===== src/rtl/sh4_bru_pkg.sv =====
`default_nettype none
// +--------------------------------------------------------------------------+
// | Module  : sh4_bru_pkg                                                    |
// | Purpose : Shared types for the SH-4 sequential branch resolution unit:   |
// |           branch class enum, delay-slot FSM states, opcode match         |
// |           masks/patterns and small decode helpers.                       |
// | Ports   : none (package)                                                 |
// | Rev     : 1.0  initial release                                           |
// +--------------------------------------------------------------------------+
package sh4_bru_pkg;

  typedef enum logic [3:0] {
    NONE, BF, BT, BFS, BTS, BRA, BSR, BRAF, BSRF, JMP, JSR, RTS, RTE
  } br_class_e;

  typedef enum logic {
    S_NORM = 1'b0,
    S_SLOT = 1'b1
  } bru_state_e;

  // 8-bit displacement conditional forms: 1000 1xx1 dddd dddd
  localparam logic [15:0] M_BCC   = 16'hFF00;
  localparam logic [15:0] P_BT    = 16'h8900;
  localparam logic [15:0] P_BF    = 16'h8B00;
  localparam logic [15:0] P_BTS   = 16'h8D00;
  localparam logic [15:0] P_BFS   = 16'h8F00;
  // 12-bit displacement forms
  localparam logic [15:0] M_D12   = 16'hF000;
  localparam logic [15:0] P_BRA   = 16'hA000;
  localparam logic [15:0] P_BSR   = 16'hB000;
  // Register forms: Rn lives in bits [11:8]
  localparam logic [15:0] M_REG   = 16'hF0FF;
  localparam logic [15:0] P_BRAF  = 16'h0023;
  localparam logic [15:0] P_BSRF  = 16'h0003;
  localparam logic [15:0] P_JMP   = 16'h402B;
  localparam logic [15:0] P_JSR   = 16'h400B;
  // Fully specified opcodes
  localparam logic [15:0] P_RTS   = 16'h000B;
  localparam logic [15:0] P_RTE   = 16'h002B;

  function automatic br_class_e decode_class(input logic [15:0] raw);
    br_class_e c;
    c = NONE;
    if      ((raw & M_BCC) == P_BT)   c = BT;
    else if ((raw & M_BCC) == P_BF)   c = BF;
    else if ((raw & M_BCC) == P_BTS)  c = BTS;
    else if ((raw & M_BCC) == P_BFS)  c = BFS;
    else if ((raw & M_D12) == P_BRA)  c = BRA;
    else if ((raw & M_D12) == P_BSR)  c = BSR;
    else if (raw == P_RTS)            c = RTS;
    else if (raw == P_RTE)            c = RTE;
    else if ((raw & M_REG) == P_BRAF) c = BRAF;
    else if ((raw & M_REG) == P_BSRF) c = BSRF;
    else if ((raw & M_REG) == P_JMP)  c = JMP;
    else if ((raw & M_REG) == P_JSR)  c = JSR;
    return c;
  endfunction

  // Only plain BF/BT resolve without a delay slot.
  function automatic logic has_ds(input br_class_e c);
    return (c != NONE) && (c != BF) && (c != BT);
  endfunction

  function automatic logic writes_pr(input br_class_e c);
    return (c == BSR) || (c == BSRF) || (c == JSR);
  endfunction

endpackage : sh4_bru_pkg
`default_nettype wire


===== src/rtl/sh4_bru_ras.sv =====
`default_nettype none
// +--------------------------------------------------------------------------+
// | Module  : sh4_bru_ras                                                    |
// | Purpose : Circular return-address stack. Push overwrites the oldest      |
// |           entry when full; pop of an empty stack is ignored. Only built  |
// |           when SH4_BRU_RAS_EN is defined.                                |
// | Ports   : clk, rst_n        clock, async active-low reset                |
// |           push_i, data_i    push data_i on top                           |
// |           pop_i             discard top entry                            |
// |           top_o, empty_o    current top entry and empty flag             |
// | Rev     : 1.0  initial release                                           |
// +--------------------------------------------------------------------------+
module sh4_bru_ras
  import sh4_bru_pkg::*;
#(
  parameter int ADDR_W = 32,
  parameter int DEPTH  = 4
) (
  input  logic              clk,
  input  logic              rst_n,
  input  logic              push_i,
  input  logic              pop_i,
  input  logic [ADDR_W-1:0] data_i,
  output logic [ADDR_W-1:0] top_o,
  output logic              empty_o
);

  localparam int PTR_W = $clog2(DEPTH);

  logic [ADDR_W-1:0] mem_q [DEPTH];
  logic [PTR_W-1:0]  ptr_q;     // next free slot
  logic [PTR_W:0]    cnt_q;     // live entries, saturates at DEPTH
  logic [PTR_W-1:0]  ptr_m1_w;

  assign ptr_m1_w = ptr_q - PTR_W'(1);
  assign top_o    = mem_q[ptr_m1_w];
  assign empty_o  = (cnt_q == '0);

  always_ff @(posedge clk or negedge rst_n) begin
    if (!rst_n) begin
      ptr_q <= '0;
      cnt_q <= '0;
      for (int i = 0; i < DEPTH; i++) mem_q[i] <= '0;
    end else if (push_i) begin
      mem_q[ptr_q] <= data_i;
      ptr_q        <= ptr_q + PTR_W'(1);
      if (cnt_q != (PTR_W+1)'(DEPTH)) cnt_q <= cnt_q + (PTR_W+1)'(1);
    end else if (pop_i && !empty_o) begin
      ptr_q <= ptr_m1_w;
      cnt_q <= cnt_q - (PTR_W+1)'(1);
    end
  end

endmodule : sh4_bru_ras
`default_nettype wire


===== src/rtl/sh4_bru_seq.sv =====
`default_nettype none
// +--------------------------------------------------------------------------+
// | Module  : sh4_bru_seq                                                    |
// | Purpose : Registered, valid/ready branch resolution unit for the SH-4    |
// |           integer pipeline. Decodes branches, computes target and PR     |
// |           writeback, tracks the delay slot and issues the redirect once  |
// |           the slot instruction retires. Optional return-address stack    |
// |           prediction check enabled by macro SH4_BRU_RAS_EN.              |
// | Ports   : clk, rst_n, flush                 clock/reset/pipeline flush   |
// |           in_valid/in_ready + in_* operands instruction input            |
// |           out_valid/out_ready + out_* flags registered result            |
// | Rev     : 1.0  initial release                                           |
// +--------------------------------------------------------------------------+
module sh4_bru_seq
  import sh4_bru_pkg::*;
#(
  parameter int ADDR_W    = 32,
  parameter int RAS_DEPTH = 4
) (
  input  logic              clk,
  input  logic              rst_n,
  input  logic              flush,
  input  logic              in_valid,
  output logic              in_ready,
  input  logic [ADDR_W-1:0] in_pc,
  input  logic [ADDR_W-1:0] in_pr,
  input  logic [ADDR_W-1:0] in_spc,
  input  logic              in_t,
  input  logic [15:0]       in_raw,
  input  logic [ADDR_W-1:0] in_opl,
  input  logic [ADDR_W-1:0] in_oph,
  output logic              out_valid,
  input  logic              out_ready,
  output logic              out_taken,
  output logic              out_redirect,
  output logic [ADDR_W-1:0] out_target,
  output logic              out_write_pr,
  output logic [ADDR_W-1:0] out_pr_value,
  output logic              out_slot_illegal,
  output logic              out_ras_hit
);

  bru_state_e        state_q, state_d;
  logic [ADDR_W-1:0] tgt_q, tgt_d;

  logic              valid_q, taken_q, redirect_q, wpr_q, illegal_q, hit_q;
  logic [ADDR_W-1:0] target_q, prv_q;
  logic              taken_d, redirect_d, wpr_d, illegal_d, hit_d;
  logic [ADDR_W-1:0] target_d;

  br_class_e         cls_w;
  logic              is_br_w, cond_ok_w, taken_w, ds_w, accept_w;
  logic [ADDR_W-1:0] target_w, prv_w;
  logic              push_w, pop_w;

  // ---------------- decode / target ----------------
  assign cls_w   = decode_class(in_raw);
  assign is_br_w = (cls_w != NONE);
  assign ds_w    = has_ds(cls_w);
  assign prv_w   = in_pc + ADDR_W'(4);

  always_comb begin
    cond_ok_w = 1'b1;
    case (cls_w)
      BF, BFS: cond_ok_w = !in_t;
      BT, BTS: cond_ok_w = in_t;
      default: cond_ok_w = 1'b1;
    endcase
  end
  assign taken_w = is_br_w && cond_ok_w;

  always_comb begin
    target_w = in_opl + in_oph;
    case (cls_w)
      JMP, JSR: target_w = in_oph;
      RTS:      target_w = in_pr;
      RTE:      target_w = in_spc;
      default:  target_w = in_opl + in_oph;
    endcase
  end

  // ---------------- handshake ----------------
  assign in_ready = !valid_q || out_ready;
  // A flush in the same cycle drops the incoming instruction.
  assign accept_w = in_valid && in_ready && !flush;

  // ---------------- delay-slot FSM ----------------
  always_comb begin
    state_d    = state_q;
    tgt_d      = tgt_q;
    taken_d    = 1'b0;
    redirect_d = 1'b0;
    target_d   = target_w;
    wpr_d      = 1'b0;
    illegal_d  = 1'b0;
    push_w     = 1'b0;
    pop_w      = 1'b0;
    case (state_q)
      S_NORM: begin
        if (accept_w) begin
          taken_d    = taken_w;
          redirect_d = taken_w && !ds_w;
          wpr_d      = taken_w && writes_pr(cls_w);
          push_w     = taken_w && writes_pr(cls_w);
          pop_w      = (cls_w == RTS);
          if (taken_w && ds_w) begin
            tgt_d   = target_w;
            state_d = S_SLOT;
          end
        end
      end
      S_SLOT: begin
        // The slot retires the pending branch; its own branch effects are
        // suppressed and a branch here is reported as slot-illegal.
        if (accept_w) begin
          redirect_d = 1'b1;
          target_d   = tgt_q;
          illegal_d  = is_br_w;
          state_d    = S_NORM;
        end
      end
      default: state_d = S_NORM;
    endcase
    if (flush) state_d = S_NORM;
  end

  // ---------------- optional return-address stack ----------------
`ifdef SH4_BRU_RAS_EN
  logic [ADDR_W-1:0] ras_top_w;
  logic              ras_empty_w;

  sh4_bru_ras #(
    .ADDR_W (ADDR_W),
    .DEPTH  (RAS_DEPTH)
  ) u_ras (
    .clk     (clk),
    .rst_n   (rst_n),
    .push_i  (push_w),
    .pop_i   (pop_w),
    .data_i  (prv_w),
    .top_o   (ras_top_w),
    .empty_o (ras_empty_w)
  );

  assign hit_d = pop_w && !ras_empty_w && (ras_top_w == in_pr);
`else
  logic unused_ras_w;
  assign unused_ras_w = push_w ^ pop_w ^ (RAS_DEPTH != 0);
  assign hit_d        = 1'b0;
`endif

  // ---------------- registers ----------------
  always_ff @(posedge clk or negedge rst_n) begin
    if (!rst_n) begin
      state_q <= S_NORM;
      tgt_q   <= '0;
    end else begin
      state_q <= state_d;
      tgt_q   <= tgt_d;
    end
  end

  always_ff @(posedge clk or negedge rst_n) begin
    if (!rst_n) begin
      valid_q    <= 1'b0;
      taken_q    <= 1'b0;
      redirect_q <= 1'b0;
      target_q   <= '0;
      wpr_q      <= 1'b0;
      prv_q      <= '0;
      illegal_q  <= 1'b0;
      hit_q      <= 1'b0;
    end else if (flush) begin
      valid_q <= 1'b0;
    end else if (accept_w) begin
      valid_q    <= 1'b1;
      taken_q    <= taken_d;
      redirect_q <= redirect_d;
      target_q   <= target_d;
      wpr_q      <= wpr_d;
      prv_q      <= prv_w;
      illegal_q  <= illegal_d;
      hit_q      <= hit_d;
    end else if (out_ready) begin
      valid_q <= 1'b0;
    end
  end

  assign out_valid        = valid_q;
  assign out_taken        = taken_q;
  assign out_redirect     = redirect_q;
  assign out_target       = target_q;
  assign out_write_pr     = wpr_q;
  assign out_pr_value     = prv_q;
  assign out_slot_illegal = illegal_q;
  assign out_ras_hit      = hit_q;

endmodule : sh4_bru_seq
`default_nettype wire


===== config.mk =====
export PLATFORM = sky130hd
export DESIGN_NAME = sh4_bru_seq
export DESIGN_NICKNAME = d
export VERILOG_FILES = /design/src/rtl/sh4_bru_pkg.sv /design/src/rtl/sh4_bru_ras.sv /design/src/rtl/sh4_bru_seq.sv
export SDC_FILE = /design/constraint.sdc
export NUM_CORES = 1
export LEC_CHECK = 0
export CAP_MARGIN = 25
export CORE_UTILIZATION = 46
export DETAILED_ROUTE_END_ITERATION = 10
export PLACE_DENSITY_LB_ADDON = 0.1
export SYNTH_ARGS = -nofsm -noshare
export SYNTH_HDL_FRONTEND = slang
export SYNTH_SLANG_ARGS = --single-unit

===== constraint.sdc =====
create_clock -name clk -period 2.7 [get_ports clk]
set_clock_uncertainty 0.2 [all_clocks]
set_input_delay 0.405 -clock clk [delete_from_list [all_inputs] [get_ports clk]]
set_output_delay 0.405 -clock clk [all_outputs]
set_load 0.01 [all_outputs]

==> results.sh <==
export IMPL_grt_overflow=0
export IMPL_synthAdderAreaFrac=0.0596
export IMPL_critPathTopFamily="compound AO/OA/AOI/OAI gates"
export IMPL_hp_class="flip-flop to flip-flop"
export IMPL_tightest_slew_ns=0.541
export IMPL_initial_core_util=0.478
export IMPL_outcome="finished, violations left"
export IMPL_ys_ff_latch=102
export IMPL_end_kind="flip-flop"
export IMPL_worstHoldStart="out_pr_value[9]"
export IMPL_rsz0062_at_grt="yes"
export IMPL_synth_cell_type_count=62
export IMPL_clk_path_buf_depth=2
export IMPL_drive_above_1_share=0.310
export IMPL_gr_usage_all_layers=0.320
export IMPL_yosys_warnings=0
export IMPL_netlist_instances=833
export IMPL_grt_max_degree=76
export IMPL_ys_async_sr_fraction=1.00
export IMPL_fin_crit_sh=1.12
export IMPL_portBuffers=251
export IMPL_arrival_ns=3.06
export IMPL_area_growth_pct=76.7
export IMPL_crit_buf_inv=3
export IMPL_slowest_stage="a222oi_1"
export IMPL_leakage_uw=0.00561
export IMPL_design_area_sq_um=12500
export IMPL_place_area_sq_um=11100
export IMPL_synth_top_family_by_area="compound AO/OA/AOI/OAI gates"
export IMPL_synth_ff_type="dfrtp_1"
export IMPL_critical_path_class="input port to flip-flop"
export IMPL_nets=1489
export IMPL_drv_slew=0
export IMPL_num_rows=44
export IMPL_num_vias=8455
export IMPL_worstPathCellList="buf_6, ha_4, a21o_1, a31o_2, o31a_1, o211ai_1, buf_4, o21bai_4, a21o_1, a21oi_2, xnor2_1, a222oi_1, buf_4, o21ai_1"
export IMPL_nFillCells=854
export IMPL_crit_path_max_incr_delay_ns=0.43
export IMPL_synth_nets=1048
export IMPL_max_cap_violations=0
export IMPL_vias_per_cell=5.77
export IMPL_grt_pass1_wl_mm=40.4
export IMPL_cts_tree="yes"
export IMPL_cts_root_buf="clkbuf_16"
export IMPL_worst_slack_ns=-0.326
export IMPL_violations="setup timing"
export IMPL_remaining_drc_errors=0
export IMPL_path_max_fanout=3
export IMPL_post_route_min_period_ns=3.03
export IMPL_synth_compound_area_frac=0.233
export IMPL_synthXorXnorAreaFrac=0.0683
export IMPL_hold_viol_final=0
export IMPL_max_slew_margin_rel=0.639
export IMPL_synth_edff_count=0
export IMPL_setup_tns_final_ns=-3.42
export IMPL_wl_per_cell_um=18.4
export IMPL_yosys_area_share_simple=0.180
export IMPL_max_freq_mhz=330
export IMPL_die_x_um=126
export IMPL_dp_hpwl_mm=18.2
export IMPL_ys_seq_area_frac=0.362
export IMPL_grt_pass1_vias=8068
export IMPL_insertion_delay_ns=0.34
export IMPL_power_density_nw_per_um2=463
export IMPL_muxShareOfSynthArea=0.0651
export IMPL_drt_wl_total_mm=26.9
export IMPL_crit_start="in_opl[4]"
export IMPL_crit_required_ns=2.73
export IMPL_setup_viol_count_final=28
export IMPL_first_pass_iters=7
export IMPL_die_h_um=126
export IMPL_numClockSinks=102
export IMPL_cts_made_buffers=9
export IMPL_worst_setup_path_start_kind="input port"
export IMPL_antenna_found_initial=1
export IMPL_ir_drop_mv=0.335
export IMPL_ant_nets=0
export IMPL_clkTransAtPathRegs_ns=0.07
export IMPL_ios=253
export IMPL_drt_iter0_drc=663
export IMPL_place_congestion=0.941
export IMPL_avgSynthCellArea_sq_um=8.47
export IMPL_r2r_start="out_valid"
export IMPL_synth_cell_area_sq_um=7060
export IMPL_core_area_sq_um=14800
export IMPL_die_area_sq_um=15800
export IMPL_cts_htree_levels=3
-- path summary, 6_finish.rpt --
check / to / slack [ns] / cells past startpoint
worst max-delay path: tgt_q[21] / -0.33 / 14
worst min-delay path: out_pr_value[9] / 0.27 / 2
worst max register to register: tgt_q[22] / 0.57 / 9
worst min register to register: out_pr_value[9] / 0.27 / 2
max in group asynchronous: out_target[4] / 1.22 / 3
min in group asynchronous: out_pr_value[0] / 0.35 / 2
-- layout by cell type (no fill, tap or decap), drive strengths merged, types with 15 or more instances in the layout --
cell type      instances
mux2                  18
ha                    32
a21oi                 61
o21ai                110
dlygate4sd2           31
xor2                  28
mux2i                 23
xnor2                 27
clkbuf                15
nand2                136
buf                  234
and3                  20
dfrtp                102
a21o                  21
nor2                  62
clkdlybuf4s50        190
nand3                 17
-- per-stage QoR --
stage          cells  setup slack, ns  hold WS [ns]   util  total power (uW)
2_1_floorplan    833           -0.258       -0.0906      -              2830
3_3_place_gp    1399            -1.04         0.145  0.752              3980
3_5_place_dp    1399            -1.10         0.150  0.752              4040
4_1_cts         1448           -0.201         0.275  0.819              5590
5_1_grt         1464           -0.412         0.296  0.845              6040
6_report        1465           -0.326         0.271  0.845              5780
-- routing by layer --
| layer | track usage | vias to the layer above | wire [um] | part of all wire |
|---|---|---|---|---|
| li1 | - | 3899 | - | - |
| met1 | 0.417 | 4016 | 11100 | 0.41 |
| met2 | 0.547 | 455 | 13000 | 0.48 |
| met3 | 0.0412 | 85 | 1930 | 0.072 |
| met4 | 0.113 | 0 | 978 | 0.036 |
| met5 | 0 | - | 0 | 0 |
-- cells by family after synthesis --
| kind of cell | count (synthesis) |
|---|---|
| other | 1 |
| multiplexers | 41 |
| AND/OR/NAND/NOR | 280 |
| buffers and inverters | 54 |
| adder cells (fa/ha/maj) | 33 |
| flip-flops | 102 |
| AO/OA/AOI/OAI | 267 |
| XOR/XNOR | 55 |
-- cell type report --
class                   instances  area [sq um]  share of cell area
diodes                          2          5.00            0.000401
clock inverters                 7           106             0.00853
clock buffers                   9           225              0.0181
inverters                      12          45.0             0.00361
repair buffers                471          4220               0.338
flip-flops and latches        102          2550               0.205
well taps                     184           230              0.0185
multi-input cells             678          5090               0.408
-- power breakdown --
group          total (uW)  switching (uW)  internal [uW]
Clock                1430             602            827
Sequential           1970             168           1800
Combinational        2380            1060           1320
-- cells in the mapped netlist (3+ instances only) --
cell,n,share of area
o211ai_1,4,0.0043
o31ai_1,5,0.0053
or3_1,3,0.0027
nand3_1,17,0.012
a21o_1,21,0.022
a21oi_1,61,0.043
a222oi_1,8,0.011
o221ai_1,3,0.0037
ha_1,32,0.057
nor2b_1,9,0.0080
buf_2,3,0.0021
a21boi_0,5,0.0053
o21a_1,8,0.0085
a32o_1,3,0.0043
a31oi_1,6,0.0053
clkbuf_1,34,0.018
nor2_1,61,0.032
dfrtp_1,102,0.36
a221oi_1,10,0.012
mux2i_1,23,0.033
o31a_1,4,0.0050
o21ai_1,26,0.018
xor2_1,28,0.035
a211oi_1,5,0.0053
and3_1,20,0.018
o21ai_0,83,0.059
mux2_2,11,0.018
and2_1,5,0.0044
inv_1,12,0.0064
nand4_1,6,0.0053
nand2b_1,4,0.0035
nand2_1,136,0.072
mux2_4,7,0.015
nor3_1,6,0.0043
xnor2_1,27,0.034
-- repair_timing --
item	in CTS	in global routing
cloned	1	0
setup endpoints to repair	64	58
hold buffers	1	0
setup buffers	31	18
pin swaps	69	70
gates resized for setup	203	95
endpoints found under the hold margin	27	0
-- tightest hold or removal path, delay by kind of cell (launching register included) --
| kind | cells | cell delay [ns] |
|---|---|---|
| flops | 1 | 0.35 |
| simple gates | 2 | 0.10 |
Note: power is estimated with default switching activity, not from simulation.
